### config.mk
export PLATFORM = sky130hd
export DESIGN_NAME = mux_rr_reg_flat
export DESIGN_NICKNAME = d
export VERILOG_FILES = /design/src/rtl/mux_rr_reg_if.sv /design/src/rtl/mux_rr_reg.sv /design/src/flat_wrapper.sv
export SDC_FILE = /design/constraint.sdc
export NUM_CORES = 1
export LEC_CHECK = 0
export ABC_CLOCK_PERIOD_IN_PS = 2220
export BUFFER_PORTS_ARGS = -buffer_cell sky130_fd_sc_hd__buf_2
export CAP_MARGIN = 5
export CORE_ASPECT_RATIO = 1.1
export CORE_MARGIN = 2
export CORE_UTILIZATION = 44
export DETAILED_ROUTE_END_ITERATION = 16
export PLACE_DENSITY = 0.8
export SLEW_MARGIN = 30
export SYNTH_ARGS = -nofsm -noshare
export SYNTH_HDL_FRONTEND = slang
export SYNTH_SLANG_ARGS = --single-unit
### constraint.sdc
create_clock -name clk -period 2.22 [get_ports clk]
set_clock_uncertainty 0.05 [all_clocks]
set_input_delay 0.444 -clock clk [delete_from_list [all_inputs] [get_ports clk]]
set_output_delay 0.444 -clock clk [all_outputs]
set_load 0.03 [all_outputs]
### src/rtl/mux_rr_reg_if.sv
// Bundle of per-channel valid/ready inputs, the select input and the
// registered valid/ready output of the N-channel selector.
interface mux_rr_reg_if #(
    parameter int n  = 12,
    parameter int CH = 4
);
    localparam int SW = (CH > 1) ? $clog2(CH) : 1;

    logic [CH*n-1:0] in_data;
    logic [CH-1:0]   in_valid;
    logic [CH-1:0]   in_ready;
    logic [SW-1:0]   sel;
    logic [n-1:0]    out_data;
    logic [SW-1:0]   out_ch;
    logic            out_valid;
    logic            out_ready;

    // Environment side: drives producers, select and consumer ready.
    modport master (
        output in_data, in_valid, sel, out_ready,
        input  in_ready, out_data, out_ch, out_valid
    );

    // Selector side.
    modport slave (
        input  in_data, in_valid, sel, out_ready,
        output in_ready, out_data, out_ch, out_valid
    );
endinterface

### src/rtl/mux_rr_reg.sv
// Registered CH-channel selector with valid/ready on every port.
// MODE 0 = round-robin, 1 = fixed priority (lowest index), 2 = explicit sel.
// A one-entry output register gives 1-cycle latency and full throughput,
// since a new word may load in the same cycle the held word is consumed.
module mux_rr_reg #(
    parameter int n    = 12,
    parameter int CH   = 4,
    parameter int MODE = 0
) (
    input logic         clk,
    input logic         rst,
    mux_rr_reg_if.slave bus
);
    localparam int SW = (CH > 1) ? $clog2(CH) : 1;

    logic [SW-1:0] last;
    logic [SW-1:0] grant_idx;
    logic          grant_valid;
    logic          can_load;
    logic [n-1:0]  grant_data;

    assign can_load = !bus.out_valid || bus.out_ready;

    // Pick the winning channel; nothing is granted while in reset or while the
    // output register is stalled, so in_ready stays low in those cycles.
    always_comb begin
        grant_valid = 1'b0;
        grant_idx   = '0;
        if (can_load && !rst) begin
            if (MODE == 0) begin
                // Channels above the pointer first, then wrap to the low ones.
                for (int j = 0; j < CH; j++) begin
                    if (!grant_valid && bus.in_valid[j] && (SW'(j) > last)) begin
                        grant_valid = 1'b1;
                        grant_idx   = SW'(j);
                    end
                end
                for (int j = 0; j < CH; j++) begin
                    if (!grant_valid && bus.in_valid[j] && (SW'(j) <= last)) begin
                        grant_valid = 1'b1;
                        grant_idx   = SW'(j);
                    end
                end
            end else if (MODE == 1) begin
                for (int j = 0; j < CH; j++) begin
                    if (!grant_valid && bus.in_valid[j]) begin
                        grant_valid = 1'b1;
                        grant_idx   = SW'(j);
                    end
                end
            end else begin
                // Select values with no matching channel give no grant.
                for (int j = 0; j < CH; j++) begin
                    if (bus.in_valid[j] && (bus.sel == SW'(j))) begin
                        grant_valid = 1'b1;
                        grant_idx   = SW'(j);
                    end
                end
            end
        end
    end

    // Decode the grant into the one-hot ready vector and the selected word.
    always_comb begin
        bus.in_ready = '0;
        grant_data   = '0;
        for (int j = 0; j < CH; j++) begin
            if (grant_valid && (grant_idx == SW'(j))) begin
                bus.in_ready[j] = 1'b1;
                grant_data      = bus.in_data[j*n +: n];
            end
        end
    end

    // Output register and round-robin pointer; both hold under back-pressure.
    always_ff @(posedge clk) begin
        if (rst) begin
            bus.out_valid <= 1'b0;
            bus.out_data  <= '0;
            bus.out_ch    <= '0;
            last          <= SW'(CH - 1);
        end else if (can_load) begin
            if (grant_valid) begin
                bus.out_data  <= grant_data;
                bus.out_ch    <= grant_idx;
                bus.out_valid <= 1'b1;
                if (MODE == 0) begin
                    last <= grant_idx;
                end
            end else begin
                bus.out_valid <= 1'b0;
            end
        end
    end
endmodule

### src/flat_wrapper.sv
// flat-port wrapper written by rule: the top's interface ports become plain ports
module mux_rr_reg_flat 
#(
    parameter int n    = 12,
    parameter int CH   = 4,
    parameter int MODE = 0
)
  (clk, rst, bus_in_data, bus_in_valid, bus_sel, bus_out_ready, bus_in_ready, bus_out_data, bus_out_ch, bus_out_valid);
  mux_rr_reg_if #(.n(n), .CH(CH)) bus_i ();
  input logic clk;
  input logic rst;
  input wire logic [$bits(bus_i.in_data)-1:0] bus_in_data;
  input wire logic [$bits(bus_i.in_valid)-1:0] bus_in_valid;
  input wire logic [$bits(bus_i.sel)-1:0] bus_sel;
  input wire logic [$bits(bus_i.out_ready)-1:0] bus_out_ready;
  output wire logic [$bits(bus_i.in_ready)-1:0] bus_in_ready;
  output wire logic [$bits(bus_i.out_data)-1:0] bus_out_data;
  output wire logic [$bits(bus_i.out_ch)-1:0] bus_out_ch;
  output wire logic [$bits(bus_i.out_valid)-1:0] bus_out_valid;
  assign bus_i.in_data = bus_in_data;
  assign bus_i.in_valid = bus_in_valid;
  assign bus_i.sel = bus_sel;
  assign bus_i.out_ready = bus_out_ready;
  assign bus_in_ready = bus_i.in_ready;
  assign bus_out_data = bus_i.out_data;
  assign bus_out_ch = bus_i.out_ch;
  assign bus_out_valid = bus_i.out_valid;
  mux_rr_reg #(.n(n), .CH(CH), .MODE(MODE)) u_core (.clk(clk), .rst(rst), .bus(bus_i));
endmodule
==> results.txt <==
status: complete, no violations
final non-filler cell total: 289
Mapped Nets: 232
register area share after synthesis: 0.2598
Worst-Skew Late Latency: 290 ps
area of the multi-input gates: 843.3 sq um
Final setup viols: 0
PortBufs: 73
io pins: 76
antenna-violating nets left: 0
effective utilization at floorplan: 0.4674
GRT overflow: 0
required time worst endpoint: 1730 ps
initial antenna violation count: 0
slowest cell on the critical path: or3b_4
routed len/inst: 14.36 um
Worst-Margin Slew: 570.2 ps
pre-CTS WS: -1.635 ps
FF/Latch Area: 342.8 sq um
LEAKAGE: 0.8577 nW
Seq cells post-synth: 17
switching pwr: 0.0004829 W
Final WS setup: 11.50 ps
post-CTS setup buffer count: 0
share of layout cells above drive strength 1: 0.4375
placer congestion estimate: 0.8298
vias per cell: 5.654
initial detailed-routing violation count: 102
vias in the first global route: 1,491
post-layout min period: 2209 ps
Die ar.: 3430 sq um
delay-heaviest family, CP: simple AND/OR/NAND/NOR gates
Buf+Inv Stages, Crit Path: 1
clock sink total: 17
Post-Place Cells: 285
Core Util, Final: 0.6531
Post-Syn Instances: 175
CP cell instances: or3b_4 -> o221a_4 -> nor4_4 -> buf_6
Max-Cap Viols: 0
Clock power frac: 0.150
Worst Hold Margin: 318.4 ps
syn_area_per_cell: 7.486 sq um
Die Y: 61.23 um
most frequent cells in the layout: buf_2 (71), nor2_1 (27), buf_4 (20)
leading cell type in the layout, fill and taps excluded: buf_2
CP max stage delay: 420 ps
first-pass GRT wire length: 6.589 mm
fillers: 265
maximum vdd drop: 0.0003119 V
Hold Path Class: primary input to flop
synthesized cell area: 1310 sq um
Design Area, Final: 1831 sq um
hpwl dp: 3.039 mm
Fin. Hold Viols: 0
CTS Buf Count: 3
CP max FO: 6
largest net degree at the start of global routing: 30
CTS Hold Buffers Added: 0
Crit Path Class: flop to output port
Comb power frac: 0.515
Worst setup SP type: flop
Sw Share: 0.4209
unrepaired setup endpoints after global routing: true
Final nets: 314
antenna diode count: 0
Clock transition at path regs: 110 ps
CTS Root Cell: clkbuf_4
Critical Path AT: 1710 ps
synthesis-to-finish area growth: 39.73%
Clock Tree Buf Depth: 2
relative slew slack: 0.6188
sequential share of power: 0.335
Yosys cell types: 33
YS warnings: 0
Worst setup EP type: output port
internal cell power: 0.0006645 W
Fmax: 452.8 MHz
CTS tree: built
Placeable Area: 2803 sq um
gr usage total: 0.2440
Pwr Density: 626.9 nW/um^2
H-tree levels: 1
via count: 1,634
final WL: 4.149 mm
# DRC: 0
number of max-slew violations in the final report: 0
die width: 56.03 um
FP Rows: 20
area post-placement: 1773 sq um
First-pass DRT Iterations: 4
Tcrit/Tclk final: 0.9948
## final timing paths
check	start	end	slack, ps	cells past startpoint
setup / recovery	u_core.last[1]$_SDFFE_PP1P_	bus_in_ready[1]	10	4
setup reg to reg	u_core.last[0]$_SDFFE_PP1P_	u_core.bus.out_data[6]$_SDFFE_PP0P_	360	7
hold / removal	bus_in_data[36]	u_core.bus.out_data[0]$_SDFFE_PP0P_	320	2
hold reg to reg	u_core.bus.out_ch[1]$_SDFFE_PP0P_	u_core.bus.out_ch[1]$_SDFFE_PP0P_	450	2
## flip-flops by register name, indices dropped and copies added, names as in the netlist
| register | cells |
|---|---|
| u_core.bus.out_ch | 2 |
| u_core.bus.out_data | 12 |
| u_core.last | 2 |
| u_core.bus.out_valid | 1 |
## layer usage
layer  track usage  up-vias  part of all wire
li1              -      805                 -
met1        0.3005      760              0.41
met2        0.4387       65              0.52
met3       0.02941        4             0.057
met4        0.1054        0             0.012
met5             0        -                 0
## synth_stat cells
cell / number / area [sq um]
a211oi_1: 13 / 97.59
a21o_2: 1 / 8.760
a21oi_1: 3 / 15.01
a221o_1: 12 / 120.1
a31oi_4: 1 / 21.27
and2b_4: 1 / 10.01
and3_1: 3 / 18.77
buf_2: 4 / 20.02
buf_4: 1 / 7.510
buf_6: 5 / 56.30
clkbuf_1: 5 / 18.77
clkbuf_2: 1 / 5.000
dfxtp_1: 17 / 340.3
inv_1: 13 / 48.80
nand2_1: 12 / 45.04
nand2_2: 1 / 6.260
nand2b_1: 2 / 12.51
nor2_1: 27 / 101.4
nor2_4: 1 / 11.26
nor2b_1: 2 / 12.51
nor3_1: 14 / 70.07
nor4_2: 1 / 12.51
nor4_4: 1 / 21.27
o211ai_2: 1 / 12.51
o21a_1: 1 / 7.510
o21ai_0: 14 / 70.07
o21ai_1: 1 / 5.000
o21ai_4: 1 / 16.27
o221a_2: 1 / 11.26
o221ai_2: 1 / 15.01
o22ai_1: 12 / 75.07
or2b_1: 1 / 7.510
or3b_1: 1 / 8.760
## layout make-up
cell class / instances / share of cell area
Clock buffer: 4 / 0.01435
Timing Repair Buffer: 93 / 0.2884
Tap cell: 33 / 0.02256
Inverter: 13 / 0.02666
Sequential cell: 17 / 0.1873
Multi-Input combinational cell: 129 / 0.4607
## metrics by stage
stage | power [W] | TNS (ps)
floorplan | 0.0007877 | 0
global route | 0.001222 | -29.79
detailed placement | 0.0009648 | -1.635
CTS | 0.001143 | 0
finish | 0.001147 | 0
global placement | 0.0009578 | 0
## kinds of logic after synthesis
group | Yosys count | share of synthesized area
compound gates | 62 | 0.3629
buf+inv | 29 | 0.1194
flops | 17 | 0.2598
simple gates | 67 | 0.2579
## power groups by stage
| stage | Sequential [W] | Clock, W | Combinational, W |
|---|---|---|---|
| 2_1_floorplan | 0.000478 | 0 | 0.000309 |
| 3_3_place_gp | 0.000388 | 0 | 0.000570 |
| 3_5_place_dp | 0.000389 | 0 | 0.000576 |
| 4_1_cts | 0.000383 | 0.000172 | 0.000588 |
| 5_1_grt | 0.000391 | 0.000190 | 0.000642 |
| 6_report | 0.000384 | 0.000172 | 0.000591 |
## what timing repair did
| action | CTS | global route |
|---|---|---|
| setup endpoints to repair | 4 | 4 |
| gates resized for setup | 8 | 2 |
| pin swaps | 0 | 1 |
(Power assumes the default switching activity.)
